===== src/rtl/mul4x4_seq_ctrl.sv =====
// mul4x4_seq_ctrl: sequencer for a 4x4 shift-add multiplier, valid/ready in and out
// Ports:
//   clk, rst_n         clock (rising edge), asynchronous active-low reset
//   abort              synchronous flush back to IDLE, drops any operation in flight
//   in_valid/in_ready  operand handshake; in_a multiplicand, in_b multiplier (4 bits each)
//   out_valid/out_ready product handshake; out_product 8-bit result
//   busy               high whenever the sequencer is not IDLE
//   step               partial-product index 0..3 while accumulating, 0 otherwise
module mul4x4_seq_ctrl #(
    parameter logic SIGNED      = 1'b1,
    parameter logic BYPASS_ZERO = 1'b0
) (
    input  logic       clk,
    input  logic       rst_n,
    input  logic       abort,
    input  logic       in_valid,
    output logic       in_ready,
    input  logic [3:0] in_a,
    input  logic [3:0] in_b,
    output logic       out_valid,
    input  logic       out_ready,
    output logic [7:0] out_product,
    output logic       busy,
    output logic [1:0] step
);
    localparam logic [1:0] S_IDLE = 2'd0;
    localparam logic [1:0] S_ACC  = 2'd1;
    localparam logic [1:0] S_DONE = 2'd2;

    logic [1:0] state_q, state_d;
    logic [1:0] step_q, step_d;
    logic [3:0] ma_q, ma_d, mb_q, mb_d;
    logic       neg_q, neg_d;
    logic [7:0] sum_q, sum_d, prod_q, prod_d;
    logic       accept, bypass;
    logic [3:0] abs_a, abs_b, pp;
    logic [4:0] sh, add5;
    logic [7:0] sum_acc;

    always_comb begin
        in_ready = !abort && (state_q == S_IDLE || (state_q == S_DONE && out_ready));
        accept   = in_valid && in_ready;
        abs_a    = (SIGNED && in_a[3]) ? -in_a : in_a;
        abs_b    = (SIGNED && in_b[3]) ? -in_b : in_b;
        bypass   = BYPASS_ZERO && (in_a == 4'd0 || in_b == 4'd0);
        pp       = mb_q[step_q] ? ma_q : 4'd0;
        // Window sum[k+4:k]; the 4-bit field absorbs pp and the carry lands in bit k+4 only
        sh       = 5'(sum_q >> step_q);
        add5     = {1'b0, sh[3:0]} + {1'b0, pp};
        sum_acc  = (sum_q & ~(8'h1F << step_q)) | ({3'b000, sh[4] ^ add5[4], add5[3:0]} << step_q);
        state_d  = state_q;
        step_d   = step_q;
        ma_d     = ma_q;
        mb_d     = mb_q;
        neg_d    = neg_q;
        sum_d    = sum_q;
        prod_d   = prod_q;
        if (abort) begin
            state_d = S_IDLE;
            step_d  = 2'd0;
        end else if (accept) begin
            ma_d    = abs_a;
            mb_d    = abs_b;
            neg_d   = SIGNED & (in_a[3] ^ in_b[3]);
            sum_d   = 8'd0;
            step_d  = 2'd0;
            state_d = bypass ? S_DONE : S_ACC;
            prod_d  = bypass ? 8'd0 : prod_q;
        end else if (state_q == S_ACC) begin
            sum_d   = sum_acc;
            step_d  = step_q + 2'd1;
            state_d = (step_q == 2'd3) ? S_DONE : S_ACC;
            prod_d  = (step_q == 2'd3) ? (neg_q ? -sum_acc : sum_acc) : prod_q;
        end else if (state_q == S_DONE && out_ready) begin
            state_d = S_IDLE;
        end
    end

    always_ff @(posedge clk or negedge rst_n) begin
        if (!rst_n) begin
            state_q <= S_IDLE;
            step_q  <= 2'd0;
            ma_q    <= 4'd0;
            mb_q    <= 4'd0;
            neg_q   <= 1'b0;
            sum_q   <= 8'd0;
            prod_q  <= 8'd0;
        end else begin
            state_q <= state_d;
            step_q  <= step_d;
            ma_q    <= ma_d;
            mb_q    <= mb_d;
            neg_q   <= neg_d;
            sum_q   <= sum_d;
            prod_q  <= prod_d;
        end
    end

    assign out_valid   = (state_q == S_DONE);
    assign out_product = prod_q;
    assign busy        = (state_q != S_IDLE);
    assign step        = step_q;
endmodule

===== config.mk =====
export PLATFORM = sky130hd
export DESIGN_NAME = mul4x4_seq_ctrl
export DESIGN_NICKNAME = d
export VERILOG_FILES = /design/src/rtl/mul4x4_seq_ctrl.sv
export SDC_FILE = /design/constraint.sdc
export NUM_CORES = 1
export LEC_CHECK = 0
export CORE_MARGIN = 2
export CORE_UTILIZATION = 61
export CTS_BUF_LIST = sky130_fd_sc_hd__clkbuf_2 sky130_fd_sc_hd__clkbuf_4 sky130_fd_sc_hd__clkbuf_8
export DETAILED_ROUTE_END_ITERATION = 12
export PLACE_DENSITY = 0.9
export SLEW_MARGIN = 25
export SYNTH_ARGS = -nofsm -noshare
export SYNTH_HDL_FRONTEND = slang
export SYNTH_SLANG_ARGS = --single-unit

===== constraint.sdc =====
create_clock -name clk -period 11.3 [get_ports clk]
set_input_delay 2.825 -clock clk [delete_from_list [all_inputs] [get_ports clk]]
set_output_delay 2.825 -clock clk [all_outputs]
set_load 0.01 [all_outputs]

# [After elaboration in Yosys (flattened, before gate mapping)]
# Index checks and enable logic that the tools add are counted.
[totals] ff_bits=29 word_cells=55 inputBits=13
[op_classes] eq_ne=3 n_bitwise=7 n_mux=16 n_shift=3 addsub=5 order_cmp=1 n_reduce_logical=13
[op_table] op="$mux W8" count=3
[op_table] op="$mux W2" count=8
[op_table] op="$mux W4" count=3
[op_table] op="$and A8 B8 Y8" count=1
[op_table] op="$neg A4 Y4" count=2
[op_table] op="$neg A8 Y8" count=1
[op_table] op="$not A8 Y8" count=1
[op_table] op="$or A8 B8 Y8" count=1
[op_table] op="$shl A5 B2 Y8" count=1
[op_table] op="$shl A5 B2 Y8 const A" count=1
[op_table] op="$shr A8 B2 Y5" count=1
[op_table] op="$add A4 B4 Y5" count=1
[op_table] op="$eq A2 B2 Y1 const B" count=2
[op_table] op="$reduce_and A2 Y1" count=2
[op_table] op="$reduce_and A4 Y1" count=1
[op_table] op="$reduce_bool A2 Y1" count=2
[op_table] op="$reduce_bool A4 Y1" count=1
[op_table] op="$logic_and A1 B1 Y1" count=3
[op_table] op="$lt A2 B3 Y1 const B" count=1
[op_table] op="$reduce_bool A3 Y1" count=1
[op_table] op="$add A2 B1 Y2 const B" count=1
[op_table] op="$bmux W1 S2" count=1
[op_table] op="$eq A2 B1 Y1 const B" count=1
[op_table] op="$logic_not A2 Y1" count=1
[op_table] op="5 further kinds" count=7

# [Longest topological paths before layout]
# Gate-level depths: netlist of run 1.
[logic_depth] depth_word=9 ltp_mapped=15 ltp_nobuf=13

# [Worst setup path before layout of run 1]
# No wires, ideal clock.
[synth_timing] path_type="in2out" startpoint="input port out_ready" endpoint="output port in_ready" t_required_ps=8475 stages=2 t_arrival_ps=3170 path_slack_ps=5305 n_path_buf=0 path_cell_list="nor2b_1 -> nor3_1"
[synth_between] elab_chain_len=3
[synth_rtl] item="start, declared" line="21" source="input logic out_ready,"
[synth_rtl] item="$logic_and A1 B1 Y1" line="41" source="in_ready = !abort && (state_q == S_IDLE || (state_q == S_DONE && out_ready));"
[synth_rtl] item="$logic_or A1 B1 Y1" line="41"
[synth_rtl] item="$logic_and A1 B1 Y1" line="41"
[synth_rtl] item="end, declared" line="17" source="output logic in_ready,"
# Every way passes these cells.

# [Final worst setup path of run 1]
[layout_timing] startpoint="input port abort" endpoint="output port in_ready"
[layout_between] elab_chain_len=2
[layout_rtl] item="start, declared" line="15" source="input logic abort,"
[layout_rtl] item="$logic_not A1 Y1" line="41"
[layout_rtl] item="$logic_and A1 B1 Y1" line="41"
# Every way passes these cells.

==> reports/metrics.cfg, run 1 <==
[place]
dp_cells=285
dpl.hpwl_mm=3.05
pre_cts_ws_ps=4340
io_buffers=25
routabilityCongestion=0.884

[floorplanning]
die_w_um=61.1
rows=20
core_region_area_um2=3080
pin_count=26
start_util_pct=64.7
dieArea_um2=3740
die_h_um=61.1

[power_and_ir_drop]
switching_share_pct=38.1
p_sw_w=0.000141
power_frac_seq_pct=36.5
pwr-share-comb_pct=45.3
ir_drop_v=0.0000773
powerDensity_nw_per_um2=159
cellLeakagePower_nw=0.999
p_int_w=0.000228
clock_power_share_pct=18.2

[timing]
hold_violations=0
finClkSkew_ps=17.6
worst_pin_slew_ps=833
fin_crit_ps=6970
final.period_utilization_pct=61.7
setup_violations=0
slew_violations=0
fmax_mhz=144
worst_slew_margin_rel_pct=44.3
rsz0062_at_grt=no
layout_setup_ws_ps=4330
fin_setup_tns_ps=0

[finish]
antennaDiodeCount=0
layout-drive-gt1-share_pct=10.1
num-fill-cells=231
layout_common_cells=29 x dfrtp_1, 28 x nand2_1, 27 x o21ai_0, 25 x clkdlybuf4s50_1
multi_input_area_um2=1180
area_growth_syn_to_layout_pct=16.7
layout_commonest_cell=dfrtp_1
nets=273
finalNonFillerCells=292
ff_latch_area_um2=726

[cts]
clk_pin_slew_worst_paths_ps=90
cts_resized=0
cts_setup_buffers=0
htree_levels=2
cts_hold_buffers=0
cts_sinks=29
cts_tree=yes
insertion_delay_ps=330
cts-root-buf=clkbuf_4
numCtsBuffers=5
cts_buffer_depth=2

[routing]
drt_first_pass_iters=4
drt_iter0_markers=96
viasPerCell=5.76
wl_per_cell_um=14.2
drtAntennaViolNets=0
drc=0
vias=1681
wl_mm=4.14

[synthesis]
ys_warn_count=0
synth_flop_cell=dfrtp_1
synth.area.top_cells=dfrtp_1 36%, ha_1 6.9%, o21ai_0 6.8%, nand2_1 5.3%, xnor2_1 4.0%
syn_area_um2=1990
async_flop_share_pct=100
synth_nets=248
synth-edff-count=0
synth-seq-cells=29
yosysUniqueCellTypes=47
synth_top_area_share_pct=36.5
yosys.area.top_type=dfrtp_1
syn_area_per_cell_um2=8.93
seq_area_frac_synth_pct=36.5
syn-instance-count=223

[setup_path]
cp_data_arrival_time_ps=4140
cp-start-kind=primary input
crit_path_end_kind=primary output
worstPathMaxFanout=6
critPathKind=in -> out
crit_required_ps=8480

[hold_path]
hold_path_class=reg -> reg

[global_routing]
gr-usage-met3_pct=5.04
top_usage_layer=met2
overflow=0
grt_start_max_net_pins=30
track_usage_pct=25.4
grt_first_pass_wirelength_mm=6.99
antenna_found_initial=0
grt_util_met2_pct=41.3
grt.met1_usage_pct=32.9
grt_pass1_vias=1578

[status]
outcome=completed

[flow_run]
max_cap_viol_count=0

path summary, 6_finish.rpt:
path	startpoint	endpoint	slack, ps	depth (start not counted)
max	abort	in_ready	4330	3
min	out_product[6]	out_product[6]	480	2
max reg2reg	step[0]	out_product[7]	7320	12
min reg2reg	out_product[6]	out_product[6]	480	2
max in group asynchronous	rst_n	out_product[2]	8130	2
min in group asynchronous	rst_n	ma_q[0]	2880	2
flip-flops by register name, indices dropped and copies added, names as in the netlist:
| signal | flops |
|---|---|
| mb_q | 4 |
| step | 2 |
| ma_q | 4 |
| sum_q | 8 |
| neg_q | 1 |
| out_product | 8 |
| state_q | 2 |
stage by stage:
step           cell area [µm²]  total power [W]  utilization, %  hold WS, ps
5_1_grt                   2320         0.000397            75.4          503
4_1_cts                   2320         0.000369            75.4          489
3_5_place_dp              2260         0.000301            73.5          470
2_1_floorplan             1990         0.000260               -          442
6_report                  2320         0.000369            75.4          484
3_3_place_gp              2260         0.000296            73.5          453
cell families (layout without fill, tap and decap cells):
family	after synthesis	count (layout)	synth area share [%]
AO/OA/AOI/OAI	58	58	19.7
XOR/XNOR	12	12	5.28
AND/OR/NAND/NOR	83	83	21.2
multiplexers	8	8	4.97
flip-flops	29	29	36.5
buffers and inverters	21	46	4.46
adder cells (fa/ha/maj)	12	12	7.92
synth_stat cells, types with 3 or more instances:
library cell  count
dfrtp_1          29
nand2_1          28
o21ai_0          27
ha_1             11
inv_1            11
nor2_1           11
nand3_1           9
xnor2_1           9
a21oi_1           8
nor2b_1           8
and2_1            6
clkbuf_1          5
mux2i_1           5
nor3_1            5
a31oi_1           3
nand2b_1          3
o21a_1            3
xor2_1            3
worst max-delay path, stage by stage:
cell             delay (ps)
clkdlybuf4s50_1         480
nor3_1                  260
clkdlybuf4s50_1         580
power groups by stage:
stage	Clock, W	Combinational [W]	Sequential, W
6_report	0.0000670	0.000167	0.000134
5_1_grt	0.0000726	0.000188	0.000136
4_1_cts	0.0000680	0.000167	0.000134
3_5_place_dp	0	0.000165	0.000136
3_3_place_gp	0	0.000161	0.000135
2_1_floorplan	0	0.000129	0.000131
area by class of cell:
| class | count | area share [%] |
|---|---|---|
| multi-input cells | 173 | 50.6 |
| flip-flops and latches | 29 | 31.2 |
| repair buffers | 26 | 11.1 |
| clock buffers | 7 | 2.53 |
| well taps | 44 | 2.37 |
| inverters | 13 | 2.10 |
layer usage:
layer  vias up  share of wire, %
li1        838                 -
met1       785                43
met2        51                51
met3         7               4.5
met4         0               1.8
met5         -                 0
No activity file was read; power rests on OpenSTA's default activity.
==> run 2, diff against run 1 <==
--- a/config.mk
+++ b/config.mk
@@ -6,10 +6,10 @@
 export NUM_CORES = 1
 export LEC_CHECK = 0
 export CORE_MARGIN = 2
-export CORE_UTILIZATION = 61
+export CORE_UTILIZATION = 57
 export CTS_BUF_LIST = sky130_fd_sc_hd__clkbuf_2 sky130_fd_sc_hd__clkbuf_4 sky130_fd_sc_hd__clkbuf_8
 export DETAILED_ROUTE_END_ITERATION = 12
-export PLACE_DENSITY = 0.9
+export PLACE_DENSITY = 0.85
 export SLEW_MARGIN = 25
 export SYNTH_ARGS = -nofsm -noshare
 export SYNTH_HDL_FRONTEND = slang
==> constraint.sdc (replaced) <==
create_clock -name clk -period 6.66 [get_ports clk]
set_input_delay 1.665 -clock clk [delete_from_list [all_inputs] [get_ports clk]]
set_output_delay 1.665 -clock clk [all_outputs]
set_load 0.01 [all_outputs]
==> reports/metrics.cfg, run 2 (synthesis results as in run 1) <==
[timing]
worst_pin_slew_ps=864  ; was 833 ps
setup_violations=0  ; unchanged
fin_setup_tns_ps=0  ; unchanged
rsz0062_at_grt=no  ; unchanged
fmax_mhz=216
fin_crit_ps=4640
worst_slew_margin_rel_pct=42.3  ; was 44.3%
hold_violations=0  ; unchanged
whs_ps=479  ; was 484 ps
slew_violations=0  ; unchanged
final.period_utilization_pct=69.7
finClkSkew_ps=10.1  ; was 17.6 ps

[global_routing]
grt_start_max_net_pins=30  ; unchanged
grt_pass1_vias=1608  ; was 1578
overflow=0  ; unchanged
track_usage_pct=24.5  ; was 25.4%
antenna_found_initial=0  ; unchanged
grt_first_pass_wirelength_mm=7.52  ; was 6.99 mm

[setup_path]
r2r-start=step[0]  ; unchanged
worstPathMaxFanout=6  ; unchanged
slowest_stage=clkdlybuf4s50_1  ; unchanged
cp_data_arrival_time_ps=2970  ; was 4140 ps
reg2regPathDepth=12  ; unchanged
r2r_slack_ps=2660  ; was 7320 ps
critPathBufInv=2  ; unchanged
crit_path_cell_trace=clkdlybuf4s50_1 -> nor3_1 -> clkdlybuf4s50_1  ; unchanged
crit_top_cell=clkdlybuf4s50_1  ; unchanged
critPathKind=in -> out  ; unchanged
reg2reg_to=out_product[7]  ; unchanged
critPathMaxStageDelay_ps=580  ; about the same
cp-start-kind=primary input  ; unchanged
crit_required_ps=4990  ; was 8480 ps
path_delay_family=buffers and inverters  ; unchanged
crit_path_end_kind=primary output  ; unchanged

[cts]
cts_buffer_depth=2  ; unchanged
cts_setup_buffers=0  ; unchanged
cts_hold_buffers=0  ; unchanged
cts-root-buf=clkbuf_4  ; unchanged
insertion_delay_ps=330  ; about the same
numCtsBuffers=5  ; unchanged
clk_pin_slew_worst_paths_ps=80  ; was 90 ps
cts_resized=0  ; unchanged
cts_tree=yes  ; unchanged
cts_sinks=29  ; unchanged
htree_levels=2  ; unchanged

[routing]
wl_mm=4.19  ; was 4.14 mm
drc=0  ; unchanged
wl_per_cell_um=14.3  ; was 14.2 µm
viasPerCell=5.73  ; was 5.76
drt_first_pass_iters=4  ; unchanged
drt_iter0_markers=66  ; was 96
vias=1678  ; was 1681
drtAntennaViolNets=0  ; unchanged

[flow_run]
max_cap_viol_count=0  ; unchanged

[power_and_ir_drop]
cellLeakagePower_nw=0.991  ; was 0.999 nW
ir_drop_v=0.000151  ; was 0.0000773 V
powerDensity_nw_per_um2=265  ; was 159 nW/µm²

[floorplanning]
start_util_pct=59.7  ; was 64.7%
dieArea_um2=3980  ; was 3740 µm²
die_h_um=63.1  ; was 61.1 µm
pin_count=26  ; unchanged
die_w_um=63.1  ; was 61.1 µm
core_region_area_um2=3340  ; was 3080 µm²
rows=21  ; was 20

[finish]
area_growth_syn_to_layout_pct=16.0  ; was 16.7%
layout_commonest_cell=dfrtp_1  ; unchanged
nets=273  ; unchanged
layout-drive-gt1-share_pct=9.72  ; was 10.1%
layout_common_cells=29 x dfrtp_1, 28 x nand2_1, 27 x o21ai_0, 25 x clkdlybuf4s50_1  ; unchanged
antennaDiodeCount=0  ; unchanged

[hold_path]
hold_depth=2  ; unchanged
hold_path_class=reg -> reg  ; unchanged
holdPathEnd=ma_q[2]  ; was out_product[6]
min_from=ma_q[2]  ; was out_product[6]

[place]
dpl.hpwl_mm=3.14  ; was 3.05 mm
io_buffers=25  ; unchanged
routabilityCongestion=0.900  ; was 0.884

[status]
outcome=completed  ; unchanged

-- run 2: changes by cell type in the layout (fill, tap and decap cells not counted), sizes merged --
cell	change
clkbuf	-2
clkinv	+1
-- run 2: power breakdown --
part | switching (W) | internal (W) | leakage (nW)
Combinational | 0.000155 | 0.000132 | 0.577
Clock | 0.0000594 | 0.0000365 | 0.0269
Sequential | 0.0000278 | 0.000201 | 0.387
Total | 0.000242 | 0.000370 | 0.991
-- run 2: layout make-up --
class                           count  area, µm²
Clock buffer                        5       37.5
Clock inverter                      1       5.00
Fill cell                         293       1030
Inverter                           13       48.8
Multi-Input combinational cell    173       1180
Sequential cell                    29        726
Tap cell                           46       57.6
Timing Repair Buffer               26        258
-- run 2: worst max path at each step --
stage | from | to | slack (ps) | cells after the start
floorplan | step[1] | out_product[7] | 2970 | 14
global placement | abort | in_ready | 2040 | 3
detailed placement | abort | in_ready | 2020 | 3
CTS | abort | in_ready | 2020 | 3
global route | abort | in_ready | 1850 | 3
finish | abort | in_ready | 2020 | 3
-- run 2: layer usage --
| metal | up-vias | part of all wire, % | GRT usage [%] |
|---|---|---|---|
| li1 | 839 | - | - |
| met1 | 796 | 45 | 31.5 |
| met2 | 36 | 49 | 40.7 |
| met3 | 7 | 4.1 | 5.36 |
| met4 | 0 | 1.8 | 8.61 |
| met5 | - | 0 | 0 |
-- run 2: tightest hold or removal path, cell delays in order, from the launching register on --
cell	delay, ps
dfrtp_1	340
nand2_1	50
o21ai_0	60
-- run 2: stage by stage --
step | instances | power, W | util (%) | area [µm²] | setup WS, ps
after floorplan | 223 | 0.000441 | - | 1990 | 2970
after global placement | 287 | 0.000504 | 67.9 | 2270 | 2040
after detailed placement | 287 | 0.000518 | 67.9 | 2270 | 2020
after CTS | 293 | 0.000614 | 69.2 | 2310 | 2020
after global routing | 293 | 0.000659 | 69.2 | 2310 | 1850
final | 293 | 0.000612 | 69.2 | 2310 | 2020
==> run 3, diff against run 2 <==
==> constraint.sdc (replaced) <==
create_clock -name clk -period 4.59 [get_ports clk]
set_input_delay 1.1475 -clock clk [delete_from_list [all_inputs] [get_ports clk]]
set_output_delay 1.1475 -clock clk [all_outputs]
set_load 0.01 [all_outputs]
==> reports/metrics.cfg, run 3 (synthesis results as in run 1) <==
[status]
outcome=completed  ; unchanged

[power_and_ir_drop]
switching_share_pct=40.2  ; was 39.6%
ir_drop_v=0.000244  ; was 0.000151 V
power_frac_seq_pct=37.2  ; was 37.4%
p_sw_w=0.000362  ; was 0.000242 W
clock_power_share_pct=15.4  ; was 15.7%
totalPowerFinal_w=0.000901  ; was 0.000612 W
pwr-share-comb_pct=47.4  ; was 47.0%
cellLeakagePower_nw=0.996  ; was 0.991 nW
p_int_w=0.000538  ; was 0.000370 W
powerDensity_nw_per_um2=389  ; was 265 nW/µm²

[cts]
cts_sinks=29  ; unchanged
cts_resized=0  ; unchanged
insertion_delay_ps=330  ; about the same
cts_setup_buffers=0  ; unchanged
cts_tree=yes  ; unchanged
numCtsBuffers=5  ; unchanged
cts_buffer_depth=2  ; unchanged
cts_hold_buffers=0  ; unchanged
clk_pin_slew_worst_paths_ps=90  ; was 80 ps
cts-root-buf=clkbuf_4  ; unchanged
htree_levels=2  ; unchanged

[timing]
worst_slew_margin_rel_pct=40.7  ; was 42.3%
fin_crit_ps=3900
slew_violations=0  ; unchanged
finClkSkew_ps=10.5  ; was 10.1 ps
hold_violations=0  ; unchanged
final.period_utilization_pct=85.0
fin_setup_tns_ps=0  ; unchanged
fmax_mhz=256
layout_setup_ws_ps=686  ; was 2020 ps
setup_violations=0  ; unchanged
rsz0062_at_grt=no  ; unchanged
worst_pin_slew_ps=887  ; was 864 ps

[finish]
fin_util_pct=69.4  ; was 69.2%
layout_commonest_cell=dfrtp_1  ; unchanged
antennaDiodeCount=0  ; unchanged
layout-drive-gt1-share_pct=10.1  ; was 9.72%
nets=274  ; was 273
layout_common_cells=29 x dfrtp_1, 28 x nand2_1, 27 x o21ai_0, 25 x clkdlybuf4s50_1  ; unchanged
area_growth_syn_to_layout_pct=16.3  ; was 16.0%

[setup_path]
cp-start-kind=flop  ; was primary input
reg2reg_to=out_product[7]  ; unchanged
cp_data_arrival_time_ps=4110  ; was 2970 ps
crit_path_end=out_product[7]  ; was in_ready
worstPathMaxFanout=23  ; was 6
crit_path_end_kind=flop  ; was primary output
r2r-start=step[1]  ; was step[0]
crit_required_ps=4800  ; was 4990 ps
critPathKind=reg -> reg  ; was in -> out
crit_path_start=step[1]  ; was abort
r2r_slack_ps=690  ; was 2660 ps
reg2regPathDepth=12  ; unchanged

[global_routing]
overflow=0  ; unchanged
antenna_found_initial=0  ; unchanged
grt_start_max_net_pins=30  ; unchanged
grt_first_pass_wirelength_mm=7.62  ; was 7.52 mm
grt_pass1_vias=1594  ; was 1608
track_usage_pct=25.2  ; was 24.5%

[floorplanning]
rows=21  ; unchanged
die_h_um=63.1  ; unchanged
core_region_area_um2=3340  ; unchanged
die_w_um=63.1  ; unchanged
start_util_pct=59.7  ; unchanged
dieArea_um2=3980  ; unchanged
pin_count=26  ; unchanged

[flow_run]
max_cap_viol_count=0  ; unchanged

[place]
pre_cts_ws_ps=731  ; was 2020 ps
dpl.hpwl_mm=3.37  ; was 3.14 mm
io_buffers=25  ; unchanged
routabilityCongestion=0.898  ; was 0.900

[routing]
drc=0  ; unchanged
drtAntennaViolNets=0  ; unchanged
wl_mm=4.54  ; was 4.19 mm
vias=1708  ; was 1678
drt_first_pass_iters=4  ; unchanged
viasPerCell=5.81  ; was 5.73
wl_per_cell_um=15.4  ; was 14.3 µm
drt_iter0_markers=85  ; was 66

[hold_path]
hold_path_class=reg -> reg  ; unchanged

## run 3: changes by cell type in the layout (fill, tap and decap cells not counted)
cell / delta
buf_4: +1
## run 3: worst min-delay path by stage
stage,slack [ps],depth (start not counted),endpoint,start
after floorplan,440,2,ma_q[0],ma_q[0]
after detailed placement,460,2,ma_q[2],ma_q[2]
after CTS,480,2,ma_q[2],ma_q[2]
final,480,2,ma_q[2],ma_q[2]
after global placement,460,2,ma_q[2],ma_q[2]
after global routing,530,2,out_product[4],out_product[4]
## run 3: final cells by class
| class | instances | area [µm²] |
|---|---|---|
| timing repair buffer | 27 | 265 |
| inverter | 13 | 48.8 |
| clock buffer | 5 | 37.5 |
| multi-input combinational | 173 | 1180 |
| fill | 278 | 1020 |
| sequential | 29 | 726 |
| clock inverter | 1 | 5.00 |
| tap | 46 | 57.6 |
## run 3: routing by layer
layer | share of wire [%] | track usage (%)
met5 | 0 | 0
met4 | 1.3 | 7.50
met3 | 5.1 | 6.25
met2 | 48 | 41.4
met1 | 45 | 32.9
## run 3: power groups by stage
stage / sequential, W / combinational (W) / clock [W]
global route: 0.000339 / 0.000475 / 0.000153
floorplan: 0.000322 / 0.000318 / 0
detailed placement: 0.000338 / 0.000420 / 0
finish: 0.000335 / 0.000427 / 0.000139
CTS: 0.000333 / 0.000423 / 0.000141
global placement: 0.000335 / 0.000405 / 0
## run 3: worst max-delay path: stages, from the launching register on
cell	delay (ps)
dfrtp_1	850
mux4_2	370
and2_1	130
ha_1	160
inv_1	50
fa_1	390
nand2b_2	210
a21oi_2	270
mux2_4	340
o32a_4	380
o41ai_2	390
xnor2_1	160
o21ai_1	70
## run 3: through the flow
stage	cell area [µm²]	hold WS, ps	instances
after floorplan	1990	442	223
after CTS	2320	484	294
after global routing	2320	533	294
after detailed placement	2270	464	288
final	2320	484	294
after global placement	2270	457	288
